### config.mk
export PLATFORM = sky130hd
export DESIGN_NAME = pipe_skid_buf32
export DESIGN_NICKNAME = d
export VERILOG_FILES = /design/src/rtl/pipe_skid_buf32.sv
export SDC_FILE = /design/constraint.sdc
export NUM_CORES = 1
export LEC_CHECK = 0
export ABC_AREA = 1
export BUFFER_PORTS_ARGS = -buffer_cell sky130_fd_sc_hd__buf_4
export CORE_MARGIN = 2
export CORE_UTILIZATION = 47
export DETAILED_ROUTE_END_ITERATION = 12
export PLACE_DENSITY_LB_ADDON = 0.1
export SYNTH_ARGS = -nofsm -noshare
export SYNTH_HDL_FRONTEND = slang
export SYNTH_SLANG_ARGS = --single-unit
### constraint.sdc
create_clock -name clk -period 3.7 [get_ports clk]
set_input_delay 0.555 -clock clk [delete_from_list [all_inputs] [get_ports clk]]
set_output_delay 0.555 -clock clk [all_outputs]
set_load 0.01 [all_outputs]
### src/rtl/pipe_skid_buf32.sv
// Two-entry skid buffer behind the 32-bit select mux: registered output, registered ready.
// Optional stall counter (stall_cnt port) is enabled by defining PIPE_SKID_STALL_CNT_EN.
module pipe_skid_buf32 #(
  parameter int unsigned WIDTH = 32
) (
  input  logic             clk,
  input  logic             rst,
  input  logic             flush,
  input  logic             in_valid,
  input  logic [WIDTH-1:0] in_data,
  output logic             in_ready,
  output logic             out_valid,
  output logic [WIDTH-1:0] out_data,
  input  logic             out_ready,
  output logic [1:0]       occupancy
`ifdef PIPE_SKID_STALL_CNT_EN
  ,
  output logic [15:0]      stall_cnt
`endif
);

  typedef enum logic [1:0] {StEmpty, StOne, StTwo} state_e;

  state_e           state_q;
  logic [WIDTH-1:0] main_data_q;
  logic [WIDTH-1:0] skid_data_q;
  logic             main_valid_q;
  logic             in_ready_q;
  logic [1:0]       occ_q;

  logic in_fire;
  logic out_fire;

  // Both handshakes only look at flops on the buffer side, so in_ready never depends on out_ready.
  assign in_fire  = in_valid & in_ready_q;
  assign out_fire = main_valid_q & out_ready;

  assign in_ready  = in_ready_q;
  assign out_valid = main_valid_q;
  assign out_data  = main_data_q;
  assign occupancy = occ_q;

  // Skid data is never reset; an invalid entry simply keeps its stale payload.
  always_ff @(posedge clk) begin
    if (rst) begin
      state_q      <= StEmpty;
      main_data_q  <= '0;
      main_valid_q <= 1'b0;
      in_ready_q   <= 1'b1;
      occ_q        <= 2'd0;
    end else if (flush) begin
      state_q      <= StEmpty;
      main_valid_q <= 1'b0;
      in_ready_q   <= 1'b1;
      occ_q        <= 2'd0;
    end else begin
      unique case (state_q)
        StEmpty: begin
          if (in_fire) begin
            state_q      <= StOne;
            main_data_q  <= in_data;
            main_valid_q <= 1'b1;
            occ_q        <= 2'd1;
          end
        end
        StOne: begin
          if (in_fire && out_fire) begin
            main_data_q <= in_data;
          end else if (in_fire) begin
            state_q     <= StTwo;
            skid_data_q <= in_data;
            in_ready_q  <= 1'b0;
            occ_q       <= 2'd2;
          end else if (out_fire) begin
            state_q      <= StEmpty;
            main_valid_q <= 1'b0;
            occ_q        <= 2'd0;
          end
        end
        StTwo: begin
          if (out_fire) begin
            state_q     <= StOne;
            main_data_q <= skid_data_q;
            in_ready_q  <= 1'b1;
            occ_q       <= 2'd1;
          end
        end
        default: begin
          state_q      <= StEmpty;
          main_valid_q <= 1'b0;
          in_ready_q   <= 1'b1;
          occ_q        <= 2'd0;
        end
      endcase
    end
  end

`ifdef PIPE_SKID_STALL_CNT_EN
  logic [15:0] stall_cnt_q;

  // Flush deliberately leaves the counter alone; only reset clears it.
  always_ff @(posedge clk) begin
    if (rst) begin
      stall_cnt_q <= 16'd0;
    end else if (main_valid_q && !out_ready && (stall_cnt_q != 16'hFFFF)) begin
      stall_cnt_q <= stall_cnt_q + 16'd1;
    end
  end

  assign stall_cnt = stall_cnt_q;
`endif

endmodule

==> results_dict.tcl <==
set metrics [dict create \
    worstSetupStartpoint "occupancy[0]$_SDFFE_PP0P_" \
    fin_crit_ps 2145 \
    end_kind "register" \
    firstDrtPassIters 4 \
    crit_required_ps 3940 \
    nets 489 \
    instances_no_fill 534 \
    rsz0062_at_grt "no" \
    power.density_mw_per_mm2 427.1 \
    place_congestion 0.8414 \
    syn_area_sq_mm 0.003063 \
    worst_slew_pin_slew_ps 942.5 \
    hold_path_depth 1 \
    netlist.area_leader.share_pct 31.37 \
    max-slew-margin-rel_pct 37.10 \
    power_leakage_nw 1.848 \
    crit_fanout 35 \
    fmax_mhz 466.2 \
    ys_seq_area_share_pct 54.90 \
    drt_iter0_markers 180 \
    vias 2453 \
    yosys_register_bits 68 \
    crit_type "reg -> reg" \
    antenna_found_initial 0 \
    root_buffer "clkbuf_8" \
    postCtsResizedCells 0 \
    multi_input_area_sq_mm 0.001111 \
    boundaryPins 73 \
    fin_area_sq_mm 0.003742 \
    area_delta_synth_final_pct 22.18 \
    grt_pass1_vias 2319 \
    wl_per_cell_um 11.66 \
    ff2ff_path_depth 7 \
    cts_tree "yes" \
    synth.area.top_cells "edfxtp_1 31%, dfxtp_1 24%, nand2_1 17%" \
    final_layout_size_suffix_gt1_share_pct 22.32 \
    hp-start "in_data[29]" \
    ant_nets 0 \
    fill_cells 593 \
    overflow 0 \
    hold_buffers 0 \
    placed_cell_area_sq_mm 0.003583 \
    utilization_pct 59.27 \
    skew_ps 8.494 \
    rows 29 \
    clk_latency_ps 340 \
    status "completed" \
    start_util_pct 48.51 \
    grt_pass1_wl_um 10420 \
    syn_avg_cell_area_sq_um 7.935 \
    via_per_inst 4.594 \
    post_cts_buffers 0 \
    drc 0 \
    setup_viol 0 \
    setup_tns_ps 0 \
    diodes 0 \
    track_usage_pct 18.45 \
    synth_warnings 0 \
    die_y_um 84.73 \
    dp_hpwl_um 4071 \
    grt_max_degree 36 \
    start_kind "register" \
    period_share_pct 57.97 \
    clk_pin_slew_ps 80 \
    netlist_instances 386 \
    regArea_sq_mm 0.001682 \
    dpl.cell_count 518 \
    routed_wl_um 6224 \
    cts_buffers 9 \
    dieWidth_um 84.73 \
    synth_cell_types 21 \
    core_sq_mm 0.006314 \
    cts_buffer_depth 2 \
    synth_top_cell_by_area "edfxtp_1" \
    numPortBuffers 72 \
    min_path_type "in -> reg" \
    cap_violations 0 \
    syn_nets 423 \
    r2r_start "occupancy[0]$_SDFFE_PP0P_" \
    h-tree-depth 3 \
    die_area_sq_mm 0.007178 \
    hold_viol 0 \
    finalMaxSlewViolations 0 \
    critPathArrivalTime_ps 2380 \
    clock-sinks 68 \
    ir_drop_uv 246.5 \
]
## kinds of logic after synthesis
| family | Yosys count | share of synthesized area [%] |
|---|---|---|
| compound gates | 9 | 1.593 |
| buf+inv | 57 | 9.068 |
| flops | 68 | 54.90 |
| simple gates | 252 | 34.44 |
## synthesized netlist by cell type
cell / number
a21oi_1: 2
buf_6: 4
edfxtp_1: 32
nand2_4: 1
nand2_2: 2
buf_2: 3
nand2_1: 138
inv_2: 3
buf_4: 8
nand3_1: 37
clkbuf_1: 2
nor2_2: 2
nand3_2: 1
dfxtp_1: 36
buf_1: 1
o21ai_2: 1
nor2_8: 1
nor2_1: 67
nor2_4: 3
inv_1: 36
o21ai_0: 6
## cells in the final DEF, fill, tap and decap left out, drive strengths merged
master	Yosys	layout
inv	39	39
clkinvlp	0	1
o21ai	7	7
clkbuf	2	10
dfxtp	36	36
nand2	141	141
a21oi	2	2
nand3	38	38
nor2	73	73
edfxtp	32	32
buf	16	73
clkinv	0	5
## routing by layer
layer / wire (um) / GRT usage (%)
met1: 2974 / 24.62
met2: 2792 / 27.92
met3: 340 / 3.933
met4: 116 / 10.39
met5: 0 / 0
## registers in the layout, summed over array words and instances, names as in the netlist
| name | count |
|---|---|
| in_ready | 1 |
| occupancy | 2 |
| out_data | 32 |
| out_valid | 1 |
| skid_data_q | 32 |
## power breakdown
group          internal [W]  leakage, nW  switching [W]
Clock              0.000236       0.0832       0.000276
Combinational      0.000111         1.18       0.000130
Sequential         0.000823        0.585      0.0000217
Total               0.00117         1.85       0.000428
## worst paths after layout
check	to	slack [ps]
setup / recovery	out_data[23]$_SDFFE_PP0P_	1550
hold / removal	skid_data_q[29]$_DFFE_PP_	390
hold reg to reg	out_data[16]$_SDFFE_PP0P_	480
setup reg to reg	out_data[23]$_SDFFE_PP0P_	1550
## final cells by class
class | instances | share of cell area (%)
clock buffers | 10 | 3.410
well taps | 77 | 2.574
inverters | 39 | 3.912
multi-input cells | 261 | 29.69
clock inverters | 6 | 0.8358
flip-flops and latches | 68 | 44.93
repair buffers | 73 | 14.64
## critical path, cell delays in order (launching register included)
cell and delay (ps):
dfxtp_1 550, inv_2 140, nand2_4 330, nor2_2 100
nor2_4 560, nand3_1 190, nand2_1 110, nor2_1 50
## metrics by stage
stage / setup slack (ps) / total power [W] / hold WS [ps]
after floorplan: 1028 / 0.001004 / 498.7
after global placement: 1407 / 0.001102 / 465.4
after detailed placement: 1411 / 0.001107 / 472.8
after CTS: 1530 / 0.001614 / 381.4
after global routing: 1311 / 0.001683 / 377.3
final: 1555 / 0.001598 / 391.4
(Power assumes the default switching activity.)
